**config.mk**
```make
export PLATFORM = sky130hd
export DESIGN_NAME = keypad_scanner
export DESIGN_NICKNAME = d
export VERILOG_FILES = /design/src/rtl/keypad_scanner.sv
export SDC_FILE = /design/constraint.sdc
export NUM_CORES = 1
export LEC_CHECK = 0
export BUFFER_PORTS_ARGS = -buffer_cell sky130_fd_sc_hd__buf_2
export CAP_MARGIN = 20
export CORE_ASPECT_RATIO = 0.5
export CORE_MARGIN = 5
export CORE_UTILIZATION = 55
export DETAILED_ROUTE_END_ITERATION = 12
export GPL_TIMING_DRIVEN = 0
export PLACE_DENSITY_LB_ADDON = 0.2
export SETUP_SLACK_MARGIN = 0.2
export SKIP_CTS_REPAIR_TIMING = 1
export SYNTH_ARGS = -nofsm -noshare
export SYNTH_HDL_FRONTEND = slang
export SYNTH_SLANG_ARGS = --single-unit
```
**constraint.sdc**
```tcl
create_clock -name clk -period 3.3 [get_ports clk]
set_input_delay 0.66 -clock clk [delete_from_list [all_inputs] [get_ports clk]]
set_output_delay 0.66 -clock clk [all_outputs]
set_load 0.03 [all_outputs]
```
**src/rtl/keypad_scanner.sv**
```systemverilog
`default_nettype none
// ============================================================================
// keypad_scanner : 4x4 matrix keypad scanner with press/release debounce
// Rev 1.0
// ============================================================================
module keypad_scanner #(
  parameter int DEBOUNCE_TICKS = 20
) (
  input  logic       clk,
  input  logic       rst,
  input  logic       clk_1khz,
  input  logic [3:0] col_n,
  output logic [3:0] row_n,
  output logic       key_valid,
  output logic [3:0] key_code,
  output logic       key_down
);

  localparam int            CW      = $clog2(DEBOUNCE_TICKS + 1);
  localparam logic [CW-1:0] C_TICKS = CW'(DEBOUNCE_TICKS);
  localparam logic [CW-1:0] C_ONE   = CW'(1);

  localparam logic [1:0] S_SCAN     = 2'd0;
  localparam logic [1:0] S_DEBOUNCE = 2'd1;
  localparam logic [1:0] S_HOLD     = 2'd2;
  localparam logic [1:0] S_RELEASE  = 2'd3;

  logic          clk1k_meta_q, clk1k_sync_q, clk1k_prev_q;
  logic [3:0]    col_meta_q, col_sync_q;

  logic [1:0]    state_q, state_d;
  logic [CW-1:0] cnt_q, cnt_d;
  logic [1:0]    row_q, row_d;
  logic [3:0]    pat_q, pat_d;
  logic [1:0]    cap_col_q, cap_col_d;
  logic [3:0]    code_q, code_d;
  logic          valid_q, valid_d;
  logic          down_q, down_d;

  logic          w_tick;
  logic          w_idle;
  logic          w_single;
  logic [1:0]    w_col_idx;
  logic [CW-1:0] w_cnt_inc;

  // clk_1khz is only sampled as data; its synced rising edge is the scan tick
  always_ff @(posedge clk or posedge rst) begin
    if (rst) begin
      clk1k_meta_q <= 1'b0;
      clk1k_sync_q <= 1'b0;
      clk1k_prev_q <= 1'b0;
      col_meta_q   <= 4'd0;
      col_sync_q   <= 4'd0;
    end else begin
      clk1k_meta_q <= clk_1khz;
      clk1k_sync_q <= clk1k_meta_q;
      clk1k_prev_q <= clk1k_sync_q;
      col_meta_q   <= col_n;
      col_sync_q   <= col_meta_q;
    end
  end

  assign w_tick    = clk1k_sync_q & ~clk1k_prev_q;
  assign w_idle    = (col_sync_q == 4'b1111);
  assign w_cnt_inc = cnt_q + C_ONE;

  always_comb begin
    w_single  = 1'b1;
    w_col_idx = 2'd0;
    case (col_sync_q)
      4'b1110: w_col_idx = 2'd0;
      4'b1101: w_col_idx = 2'd1;
      4'b1011: w_col_idx = 2'd2;
      4'b0111: w_col_idx = 2'd3;
      default: w_single  = 1'b0;
    endcase
  end

  always_ff @(posedge clk or posedge rst) begin
    if (rst) begin
      state_q   <= S_SCAN;
      cnt_q     <= '0;
      row_q     <= 2'd0;
      pat_q     <= 4'hF;
      cap_col_q <= 2'd0;
      code_q    <= 4'd0;
      valid_q   <= 1'b0;
      down_q    <= 1'b0;
    end else begin
      state_q   <= state_d;
      cnt_q     <= cnt_d;
      row_q     <= row_d;
      pat_q     <= pat_d;
      cap_col_q <= cap_col_d;
      code_q    <= code_d;
      valid_q   <= valid_d;
      down_q    <= down_d;
    end
  end

  // The row stays held from detection until release completes, so row_q is the captured row
  always_comb begin
    state_d   = state_q;
    cnt_d     = cnt_q;
    row_d     = row_q;
    pat_d     = pat_q;
    cap_col_d = cap_col_q;
    code_d    = code_q;
    valid_d   = 1'b0;
    down_d    = down_q;
    if (w_tick) begin
      case (state_q)
        S_SCAN: begin
          if (w_single) begin
            pat_d     = col_sync_q;
            cap_col_d = w_col_idx;
            cnt_d     = '0;
            state_d   = S_DEBOUNCE;
          end else begin
            row_d = row_q + 2'd1;
          end
        end
        S_DEBOUNCE: begin
          if (col_sync_q == pat_q) begin
            if (w_cnt_inc == C_TICKS) begin
              code_d  = {row_q, cap_col_q};
              valid_d = 1'b1;
              down_d  = 1'b1;
              cnt_d   = '0;
              state_d = S_HOLD;
            end else begin
              cnt_d = w_cnt_inc;
            end
          end else begin
            cnt_d   = '0;
            row_d   = row_q + 2'd1;
            state_d = S_SCAN;
          end
        end
        S_HOLD: begin
          if (w_idle) begin
            cnt_d   = '0;
            state_d = S_RELEASE;
          end
        end
        S_RELEASE: begin
          if (w_idle) begin
            if (w_cnt_inc == C_TICKS) begin
              down_d  = 1'b0;
              cnt_d   = '0;
              row_d   = row_q + 2'd1;
              state_d = S_SCAN;
            end else begin
              cnt_d = w_cnt_inc;
            end
          end else begin
            cnt_d   = '0;
            state_d = S_HOLD;
          end
        end
        default: begin
          cnt_d   = '0;
          state_d = S_SCAN;
        end
      endcase
    end
  end

  always_comb begin
    row_n     = ~(4'b0001 << row_q);
    key_valid = valid_q;
    key_code  = code_q;
    key_down  = down_q;
  end

endmodule
`default_nettype wire
```
==> results.md <==
- Initial Util: between 50% and 60%
- ANT cells: 0
- Nets: 182
- Most frequent cells in the layout: dfrtp_1, buf_2, inv_1
- Clk Tree Root Cell: clkbuf_8
- Slew Viols, Final: 0
- Routed length per placed instance: around 14 µm
- Post-Syn Area: 1630 µm²
- Synth unique cells: 46
- Max cap viols: 0
- Routed Antenna Nets: 0
- DP Wirelength: 2.18 mm
- Setup TNS Final: 0 ps
- Leading area contributor after synthesis: dfrtp_1
- Reg2Reg Capture Point: key_code[3]
- R2R depth: 7
- Slew @ Worst Pin: between 500 and 600 ps
- FFs w/ async S/R, synth: 100%
- Crit path launch type: flip-flop
- First-pass GRT wire length: 5.22 mm
- Cell Area, Placed: about 1800 µm²
- Crit-path max FO: 7
- Syn_area_per_cell: about 11 µm²
- Final hold vios: 0
- Hold_ws: 346 ps
- WP data arrival: 2470 ps
- Ys Warns: 0
- Die Area: ~4200 µm²
- Initial DRC Count: 64
- Reg2reg start: cnt_q[0]
- Post-synthesis sequential area ratio: roughly 50%
- Status: finished, final reports clean
- Synth-to-Final Area Change: 15.0%
- Via count: roughly 1100
- Worst min-delay path class: flip-flop to flip-flop
- Type of the worst setup path: flip-flop to flip-flop
- Final instance area: around 1900 µm²
- Fill cells: 213
- Drt via density: 5.48
- Final setup viols: 0
- Worst setup path start: cnt_q[0]
- Core region area: about 2700 µm²
- Num Clock Sinks: 32
- Worst path cell trace: ha_1 -> nor2b_1 -> nand3_1 -> and2_1 -> clkbuf_1 -> or3_4 -> mux2_4
- IO Port Bufs: 16
- CP peak stage delay: 470 ps
- Peak Freq: 432 MHz
- Area of the multi-input gates: 742 µm²
- Main flop type after synthesis: dfrtp_1
- Max stage delay cell, worst path: or3_4
- Largest net degree at the start of global routing: 23
- Num CTS Buffers: 5
- Iteration count of the initial detailed-routing pass: 4
- Pre-CTS WS: 1010 ps
- I/O pin total: 17
- Die Ht: 48.5 µm
- Peak supply drop: 0.454 mV
- Normalized max-slew margin: 61.6%
- Worst-path clk slew: about 60 ps
- H-tree levels: 2
- Worst skew pair latency: 270 ps
- Final worst slack: 985 ps
- Critical path endpoint category: flip-flop
- Vias in the first global route: 1131
- Routability Congestion: 0.838
- PD cells: 609 nW/µm²
- Minimum clock period: about 2300 ps
- Total GRT Usage: between 15 and 20%
- Synth top area cells: dfrtp_1, dfstp_2, ha_1
- Leakage: around 0.00087 µW
- Unrepaired setup endpoints after global routing: no
- Row cnt: 13
- Clock Path Buffers: 2
- Final Cycle Share: 70.2%
- Crit path required time: around 3500 ps
- Sequential Area: 806 µm²
- Clock Skews: around 5.3 ps
- Layout cell share with drive strength beyond 1: 30.0%
- Synth Instances: 145
- Share of the synthesized area in the top cell type: 43.0%
- Die span in x: between 80 and 90 µm
- Commonest non-fill, non-tap cell in the layout: dfrtp_1
- DRT Wirelength: 2.89 mm
- Grt total ovfl: 0
- Synth Net Count: ~160
- Worst R2R Setup Slack: 980 ps
- Number of synthesized flops with an enable pin: 0
- CP Capture Point: key_code[3]
- Antenna violations before repair: 0
- Drt drc: 0
- Number of synthesized register bits: 32
- CTS tree: built
## worst min-delay path by stage
stage | start | to | slack (ps) | cells after the start
global route | clk1k_meta_q | clk1k_sync_q | 370 | 0
global placement | col_meta_q[2] | col_sync_q[2] | 330 | 0
floorplan | clk1k_meta_q | clk1k_sync_q | 330 | 0
detailed placement | col_meta_q[0] | col_sync_q[0] | 340 | 0
CTS | col_meta_q[0] | col_sync_q[0] | 350 | 0
finish | col_meta_q[0] | col_sync_q[0] | 350 | 0
## critical path: cells and delay by family (launching register included)
kind | cells | cell delay [ps]
simple gates | 4 | 970
fa+ha+maj | 1 | 300
flops | 1 | 440
mux | 1 | 310
buf+inv | 1 | 180
## through the flow
stage | util, % | std cells | total power (µW)
6_report | 68.9 | 207 | 1140
5_1_grt | 68.9 | 207 | 1220
4_1_cts | 68.9 | 207 | 1150
3_5_place_dp | 65.6 | 199 | 849
3_3_place_gp | 64.6 | 198 | 830
2_1_floorplan | - | 145 | 765
## Yosys cell counts, drive strengths merged, types with 2 or more instances
cell and instances:
nor3 3, a22oi 2, inv 11, xnor2 4, a21oi 2, ha 6, xor2 3, or3 2
nand3 6, nor2b 6, o21ai 8, nand2 5, and3b 2, a2bb2oi 2, clkbuf 2, mux2i 2
mux2 10, dfrtp 28, nand4 2, a211oi 2, nand2b 2, or2 4, nor2 4, and3 2
dfstp 4, buf 5
## metal layers
metal	part of all wire (%)	up-vias	global-route usage, %
met3	5.4	0	4.55
li1	-	560	-
met5	0	-	0
met4	0	0	2.33
met2	45	26	24.3
met1	49	549	21.4
## power by group
group	internal (µW)	total [µW]	switching [µW]	leakage [µW]
clock	170	297	127	0.0000455
combinational	131	305	174	0.000430
sequential	468	537	68.8	0.000397
## flip-flops by register name, indices dropped and copies added, names as in the netlist
register / count
row_q: 2
clk1k_sync_q: 1
key_valid: 1
clk1k_meta_q: 1
pat_q: 4
cap_col_q: 2
col_sync_q: 4
col_meta_q: 4
cnt_q: 5
state_q: 2
key_down: 1
key_code: 4
clk1k_prev_q: 1
## cell type report
type,count,area share [%]
timing repair buffer,17,5.75
clock buffer,8,4.81
sequential,32,43.0
buffer,7,2.07
tap,37,2.47
multi-input combinational,95,39.6
inverter,11,2.21
## cells by family after synthesis
family,Yosys count,synth area share (%)
flops,32,49.5
fa+ha+maj,6,4.61
xor+xnor,7,3.77
mux,12,9.07
compound gates,30,13.6
buf+inv,18,4.92
simple gates,40,14.5
No activity file was read; power rests on OpenSTA's default activity.
